**config.mk**
```make
export PLATFORM = sky130hd
export DESIGN_NAME = uart_rx_frontend
export DESIGN_NICKNAME = d
export VERILOG_FILES = /design/src/rtl/uart_rx_frontend.sv
export SDC_FILE = /design/constraint.sdc
export NUM_CORES = 1
export LEC_CHECK = 0
export BUFFER_PORTS_ARGS = -buffer_cell sky130_fd_sc_hd__clkbuf_2
export CORE_UTILIZATION = 40
export DETAILED_ROUTE_END_ITERATION = 10
export PLACE_DENSITY = 0.61
export REMOVE_ABC_BUFFERS = 1
export SYNTH_ARGS = -nofsm -noshare
export SYNTH_HDL_FRONTEND = slang
export SYNTH_SLANG_ARGS = --single-unit
```
**constraint.sdc**
```tcl
create_clock -name sys_clk -period 2.9 [get_ports sys_clk]
set_input_delay 0.145 -clock sys_clk [delete_from_list [all_inputs] [get_ports sys_clk]]
set_output_delay 0.145 -clock sys_clk [all_outputs]
set_load 0.01 [all_outputs]
```
**src/rtl/uart_rx_frontend.sv**
```systemverilog
// UART byte receiver: 2-flop synchronizer, 3-point majority bit sampling, valid/ready output.
// Optional even-parity (8E1) frame when UART_RX_PARITY_EN is defined; default is 8N1.
module uart_rx_frontend #(
  parameter int CLK_FREQ = 50_000_000,
  parameter int BAUD     = 115200
) (
  input  logic       sys_clk,
  input  logic       sys_rst_n,
  input  logic       uart_rxd,
  output logic [7:0] rx_data,
  output logic       rx_valid,
  input  logic       rx_ready,
  output logic       frame_err,
  output logic       overrun,
  output logic       parity_err,
  output logic       busy
);

  localparam int BIT_CNT = CLK_FREQ / BAUD;
  localparam int HALF    = BIT_CNT / 2;
  localparam int TW      = $clog2(BIT_CNT);

  localparam logic [TW-1:0] T_LAST = TW'(BIT_CNT - 1);
  localparam logic [TW-1:0] T_S0   = TW'(HALF - 1);
  localparam logic [TW-1:0] T_S1   = TW'(HALF);
  localparam logic [TW-1:0] T_DEC  = TW'(HALF + 1);

`ifdef UART_RX_PARITY_EN
  typedef enum logic [2:0] {IDLE, START, DATA, PARITY, STOP, BRK} state_t;
`else
  typedef enum logic [2:0] {IDLE, START, DATA, STOP, BRK} state_t;
`endif

  state_t        state_reg, state_next;
  logic [TW-1:0] timer_reg, timer_next;
  logic [2:0]    bit_idx_reg, bit_idx_next;
  logic [7:0]    shift_reg, shift_next;
  logic          sync1_reg, rxs_reg, rxs_prev_reg;
  logic          s0_reg, s1_reg;
  logic          decide, maj, byte_done, stop_bad;

  always_ff @(posedge sys_clk or negedge sys_rst_n) begin
    if (!sys_rst_n) begin
      sync1_reg    <= 1'b1;
      rxs_reg      <= 1'b1;
      rxs_prev_reg <= 1'b1;
    end else begin
      sync1_reg    <= uart_rxd;
      rxs_reg      <= sync1_reg;
      rxs_prev_reg <= rxs_reg;
    end
  end

  // Two early samples are stored; the third is the live rxs at the decision cycle.
  assign decide = (timer_reg == T_DEC);
  assign maj    = (s0_reg & s1_reg) | (s0_reg & rxs_reg) | (s1_reg & rxs_reg);

  always_ff @(posedge sys_clk or negedge sys_rst_n) begin
    if (!sys_rst_n) begin
      state_reg   <= IDLE;
      timer_reg   <= '0;
      bit_idx_reg <= '0;
      shift_reg   <= '0;
      s0_reg      <= 1'b1;
      s1_reg      <= 1'b1;
    end else begin
      state_reg   <= state_next;
      timer_reg   <= timer_next;
      bit_idx_reg <= bit_idx_next;
      shift_reg   <= shift_next;
      if (timer_reg == T_S0) s0_reg <= rxs_reg;
      if (timer_reg == T_S1) s1_reg <= rxs_reg;
    end
  end

`ifdef UART_RX_PARITY_EN
  logic par_reg, par_next;

  always_ff @(posedge sys_clk or negedge sys_rst_n) begin
    if (!sys_rst_n) par_reg <= 1'b0;
    else            par_reg <= par_next;
  end
`endif

  always_comb begin
    state_next   = state_reg;
    timer_next   = (timer_reg == T_LAST) ? '0 : timer_reg + TW'(1);
    bit_idx_next = bit_idx_reg;
    shift_next   = shift_reg;
    byte_done    = 1'b0;
    stop_bad     = 1'b0;
`ifdef UART_RX_PARITY_EN
    par_next     = par_reg;
`endif
    case (state_reg)
      IDLE: begin
        timer_next = '0;
        if (rxs_prev_reg && !rxs_reg) state_next = START;
      end
      START: begin
        if (decide) begin
          state_next   = maj ? IDLE : DATA;
          bit_idx_next = '0;
        end
      end
      DATA: begin
        if (decide) begin
          shift_next   = {maj, shift_reg[7:1]};
          bit_idx_next = bit_idx_reg + 3'd1;
          if (bit_idx_reg == 3'd7) begin
`ifdef UART_RX_PARITY_EN
            state_next = PARITY;
`else
            state_next = STOP;
`endif
          end
        end
      end
`ifdef UART_RX_PARITY_EN
      PARITY: begin
        if (decide) begin
          par_next   = maj;
          state_next = STOP;
        end
      end
`endif
      STOP: begin
        // Leave at mid-stop so a start bit right after the stop bit is not missed.
        if (decide) begin
          if (maj) begin
            byte_done  = 1'b1;
            state_next = IDLE;
          end else begin
            stop_bad   = 1'b1;
            state_next = BRK;
          end
        end
      end
      BRK: begin
        timer_next = '0;
        if (rxs_reg) state_next = IDLE;
      end
      default: state_next = IDLE;
    endcase
  end

  assign busy = (state_reg != IDLE);

  always_ff @(posedge sys_clk or negedge sys_rst_n) begin
    if (!sys_rst_n) begin
      rx_data   <= '0;
      rx_valid  <= 1'b0;
      frame_err <= 1'b0;
      overrun   <= 1'b0;
    end else begin
      frame_err <= stop_bad;
      overrun   <= byte_done && rx_valid && !rx_ready;
      if (byte_done && (!rx_valid || rx_ready)) begin
        rx_data  <= shift_reg;
        rx_valid <= 1'b1;
      end else if (rx_valid && rx_ready) begin
        rx_valid <= 1'b0;
      end
    end
  end

`ifdef UART_RX_PARITY_EN
  // Parity error is flagged whether the byte is loaded or dropped by overrun.
  always_ff @(posedge sys_clk or negedge sys_rst_n) begin
    if (!sys_rst_n) parity_err <= 1'b0;
    else            parity_err <= byte_done && (par_reg != ^shift_reg);
  end
`else
  assign parity_err = 1'b0;
`endif

endmodule

```
Yosys cells after proc, flatten, opt, wreduce, memory -nomap -nowiden --
Index checks and enable logic that the tools add are counted.
Operators by class: equality and inequality tests 15, bitwise gates (word level) 5, add/sub/neg operators 2, reduce and logical (&&, ||, !) cells 17, mux-type cells 22
Operators with widths (number):
- $eq 9x8->1 const B | 3
- $mux 3 | 9
- $mux 9 | 2
- $pmux 3 s5 | 1
- $ne 2x2->1 const B | 6
- $add 9x1->9 const B | 1
- $eq 9x9->1 const B | 1
- $mux 1 | 8
- $eq 3x2->1 const B | 2
- $eq 3x3->1 const B | 2
- $pmux 3 s2 | 1
- $reduce_and 6->1 | 1
- $logic_and 1x1->1 | 5
- $reduce_bool 2->1 | 2
- $add 3x1->3 const B | 1
- $and 1x1->1 | 3
- $eq 3x1->1 const B | 1
- $logic_not 1->1 | 3
- $logic_not 3->1 | 1
- $reduce_and 3->1 | 1
- $reduce_bool 3->1 | 1
- $mux 2 | 1
- $or 1x1->1 | 2
- $reduce_and 2->1 | 1
- 2 further kinds | 2
Storage, ports and cells: flip-flop bits (word level) 39, word-level logic and storage cells 74, bits of input ports 4, output and inout bits 13

Logic depth before layout (Yosys ltp) --
depth in word-level cells 8, mapped depth 7, gate-level depth less buffers 6

Least setup slack after synthesis --
OpenSTA, ideal clock, no wires.
path kind reg-to-reg, start reg timer_reg[2], end reg rx_data[0], path slack 1041 ps, clock period less this slack 1859 ps, data required time 2775 ps, cell stages (with the launch flop) 7, arrival time 1734 ps, library setup time 125 ps, buffers on the path 2, path through dfrtp_1 buf_6 or3b_4 nor4_1 and3_1 buf_6 mux2_4
On the way: word-level cells in the longest chain between the ends 4
RTL lines:
- from (decl) | line 35 | logic [TW-1:0] timer_reg, timer_next;
- from (signal assigned) | line 68 | timer_reg <= timer_next;
- $eq 9x8->1 | line 55 | assign decide = (timer_reg == T_DEC);
- $mux 1 | line 129 | if (decide) begin
- $mux 1 | line 95 | case (state_reg)
- $logic_and 1x1->1 | line 158 | if (byte_done && (!rx_valid || rx_ready)) begin
- to (signal assigned) | line 159 | rx_data <= shift_reg;
- to (decl) | line 10 | output logic [7:0] rx_data,
Every way passes these cells. A chain may end at the register's enable or synchronous reset.

Worst setup path after layout --
start reg timer_reg[2], end reg rx_data[6]
The elaborated chain is that of the path after synthesis.

==> flow_metrics.env <==
export IMPL_grt_total_usage_pct=14.62
export IMPL_finalSetupTns_ns=0
export IMPL_synth_top_family_by_area="simple AND/OR/NAND/NOR gates"
export IMPL_pre_cts_slack_ns=0.7786
export IMPL_muxShareOfSynthArea_pct=14.28
export IMPL_hold_path_class="in2async"
export IMPL_dr_pass1_iters=4
export IMPL_r2r_end="rx_data[6]"
export IMPL_yosys_warnings=0
export IMPL_reg2reg_depth=4
export IMPL_largest_reg_flops=9
export IMPL_syn_inst=141
export IMPL_period_share_pct=73.77
export IMPL_numCtsBuffers=5
export IMPL_final_setup_worst_slack_ns=0.7607
export IMPL_max_freq_mhz=467.4
export IMPL_synth_compound_area_share_pct=3.586
export IMPL_cts_tree="built"
export IMPL_run_status="complete, but fails checks"
export IMPL_drive_gt1_share_pct=31.87
export IMPL_clk_pin_slew_ns=0.08
export IMPL_crit_start="timer_reg[2]"
export IMPL_dr_first_iter_drc_count=37
export IMPL_antennaDiodeCount=0
export IMPL_io_buffers=15
export IMPL_wirelength_um=2828
export IMPL_ir_drop_uv=319.6
export IMPL_grt_pass1_vias=1032
export IMPL_clock_latency_ns=0.29
export IMPL_area_growth_pct=10.90
export IMPL_dpl_hpwl_um=2023
export IMPL_synth_simple_area_share_pct=15.68
export IMPL_route_vias_total=1061
export IMPL_p_leak_nw=0.9803
export IMPL_htree_levels=2
export IMPL_ys_seq_elements=39
export IMPL_vias_per_cell=5.052
export IMPL_endpoint_kind="flip-flop"
export IMPL_dp_cells=201
export IMPL_multi_input_area_um2=747.0
export IMPL_grt_pass1_wl_um=4836
export IMPL_synth_largest_area_cell="dfrtp_1"
export IMPL_synthArstFlopShare_pct=100.0
export IMPL_die_h_um=68.70
export IMPL_syn_area_mm2=0.001779
export IMPL_synth_most_common_cell="dfrtp_1"
export IMPL_cts_root_buf="clkbuf_8"
export IMPL_setup_violations=0
export IMPL_ios=17
export IMPL_yosys_area_top_type_share_pct=47.82
export IMPL_antenna_found_initial=0
export IMPL_cts_sinks=39
export IMPL_start_util_pct=42.93
export IMPL_coreArea_mm2=0.004144
export IMPL_period_needed_ns=2.139
export IMPL_timing_slew_headroom_pct=35.10
export IMPL_p_per_area_mw_per_mm2=602.4
export IMPL_nets=169
export IMPL_seq_area_frac_synth_pct=55.20
export IMPL_ys_top_cells_by_area="dfrtp_1, dfstp_2, mux2_4"
export IMPL_skew_ns=0.006850
export IMPL_hold_viol_final=6
export IMPL_rsz0062_at_grt="false"
export IMPL_synth_ff_type="dfrtp_1"
export IMPL_fp_row_count=23
export IMPL_rrSetupSlack_ns=0.76
export IMPL_synth_xor_area_share_pct=3.446
export IMPL_synth_top_cells_by_count="dfrtp_1, nor2_1, mux2_2, nand2_1, mux2_4"
export IMPL_max_cap_violations=0
export IMPL_nFillCells=397
export IMPL_instances_no_fill=210
export IMPL_synth_distinct_cells=39
export IMPL_drc=0
export IMPL_fp_dieW_um=68.70
export IMPL_worst_setup_path_type="reg2reg"
export IMPL_syn_mean_instance_area_um2=12.62
export IMPL_worst_pin_slew_ns=0.9736
export IMPL_cp_start_kind="flip-flop"
export IMPL_grt_max_degree=40
export IMPL_cts_buffer_depth=2
export IMPL_cts_setup_buffers=0
export IMPL_report_final_slew_viol_count=0
export IMPL_worst_path_max_fanout=8
export IMPL_detail_route_wl_per_cell_um=13.47
export IMPL_required_ns=3.08
export IMPL_hold_slack_ns=-0.006386
export IMPL_place_congestion=0.7782
export IMPL_seqCellArea_um2=982.2
export IMPL_synth_adder_area_share_pct=4.782
export IMPL_violations="hold timing"
export IMPL_critPathArrivalTime_ns=2.32
export IMPL_die_area_mm2=0.004719
export IMPL_synth_edf_count=0
export IMPL_antenna_left=0
export IMPL_gr_total_overflow=0
export IMPL_reg2reg_from="timer_reg[2]"
-- cells in the final DEF (no fill, tap or decap), types with 2 or more instances in the layout --
master,count
dfrtp_1,34
nor2_1,15
clkbuf_2,15
nand2_1,9
mux2_2,9
mux2_4,8
xor2_1,6
ha_1,6
clkbuf_8,5
dfstp_2,5
nand3_1,4
nand4_1,3
inv_1,3
and3_1,3
nor3_1,3
nand4b_1,2
o21ai_0,2
nand2b_1,2
or3b_2,2
a22o_1,2
mux2_1,2
-- critical path: stages, from the launching register on --
cell and delay [ns]:
dfrtp_1 0.45, or3b_4 0.45, nor4_1 0.28, and3_1 0.50, mux2_4 0.34
-- what timing repair did --
action                                 CTS  global route
endpoints found under the hold margin    1             0
gates resized for setup                  0             0
hold buffers                             1             0
-- power breakdown --
group          leakage (nW)  total [W]  internal (W)  switching (W)
clock network        0.0412   0.000356      0.000168       0.000188
registers             0.509   0.000669      0.000596      0.0000737
logic                 0.430   0.000163     0.0000760      0.0000873
total                 0.980    0.00119      0.000840       0.000349
-- final cells by class --
class | instances | share of cell area [%]
Inverter | 3 | 0.5707
Sequential cell | 39 | 49.78
Timing Repair Buffer | 16 | 4.312
Clock buffer | 6 | 3.678
Clock inverter | 2 | 0.6341
Tap cell | 50 | 3.171
Multi-Input combinational cell | 94 | 37.86
-- per-stage QoR --
step	util, %	total power [W]	cell area [um^2]
final	47.61	0.001189	1973
after global routing	47.61	0.001266	1973
after CTS	47.61	0.001202	1973
after detailed placement	45.32	0.0008421	1878
after global placement	45.32	0.0008388	1878
after floorplan	-	0.0007914	1740
-- worst max-delay path by stage --
stage          slack, ns  cells after the start         end
2_1_floorplan       0.93                      4  rx_data[0]
3_3_place_gp        0.81                      4  rx_data[0]
3_5_place_dp        0.78                      4  rx_data[6]
4_1_cts             0.76                      4  rx_data[6]
5_1_grt             0.69                      4  rx_data[3]
6_report            0.76                      4  rx_data[6]
-- layer usage --
| layer | vias to the layer above | global-route usage [%] | share of wire (%) |
|---|---|---|---|
| li1 | 521 | - | - |
| met1 | 508 | 18.15 | 49 |
| met2 | 23 | 21.69 | 43 |
| met3 | 9 | 4.605 | 5.3 |
| met4 | 0 | 9.694 | 2.7 |
| met5 | - | 0 | 0 |
-- cell families (layout without fill, tap and decap cells) --
logic type | after synthesis | in the layout
other | 1 | 1
muxes | 20 | 20
and+or+nand+nor | 51 | 51
adders and majority gates | 7 | 7
buffers and inverters | 8 | 27
AOI/OAI and AO/OA | 8 | 8
DFF | 39 | 39
xor gates and xnor gates | 7 | 7
Power figures use the tool's default switching activity.
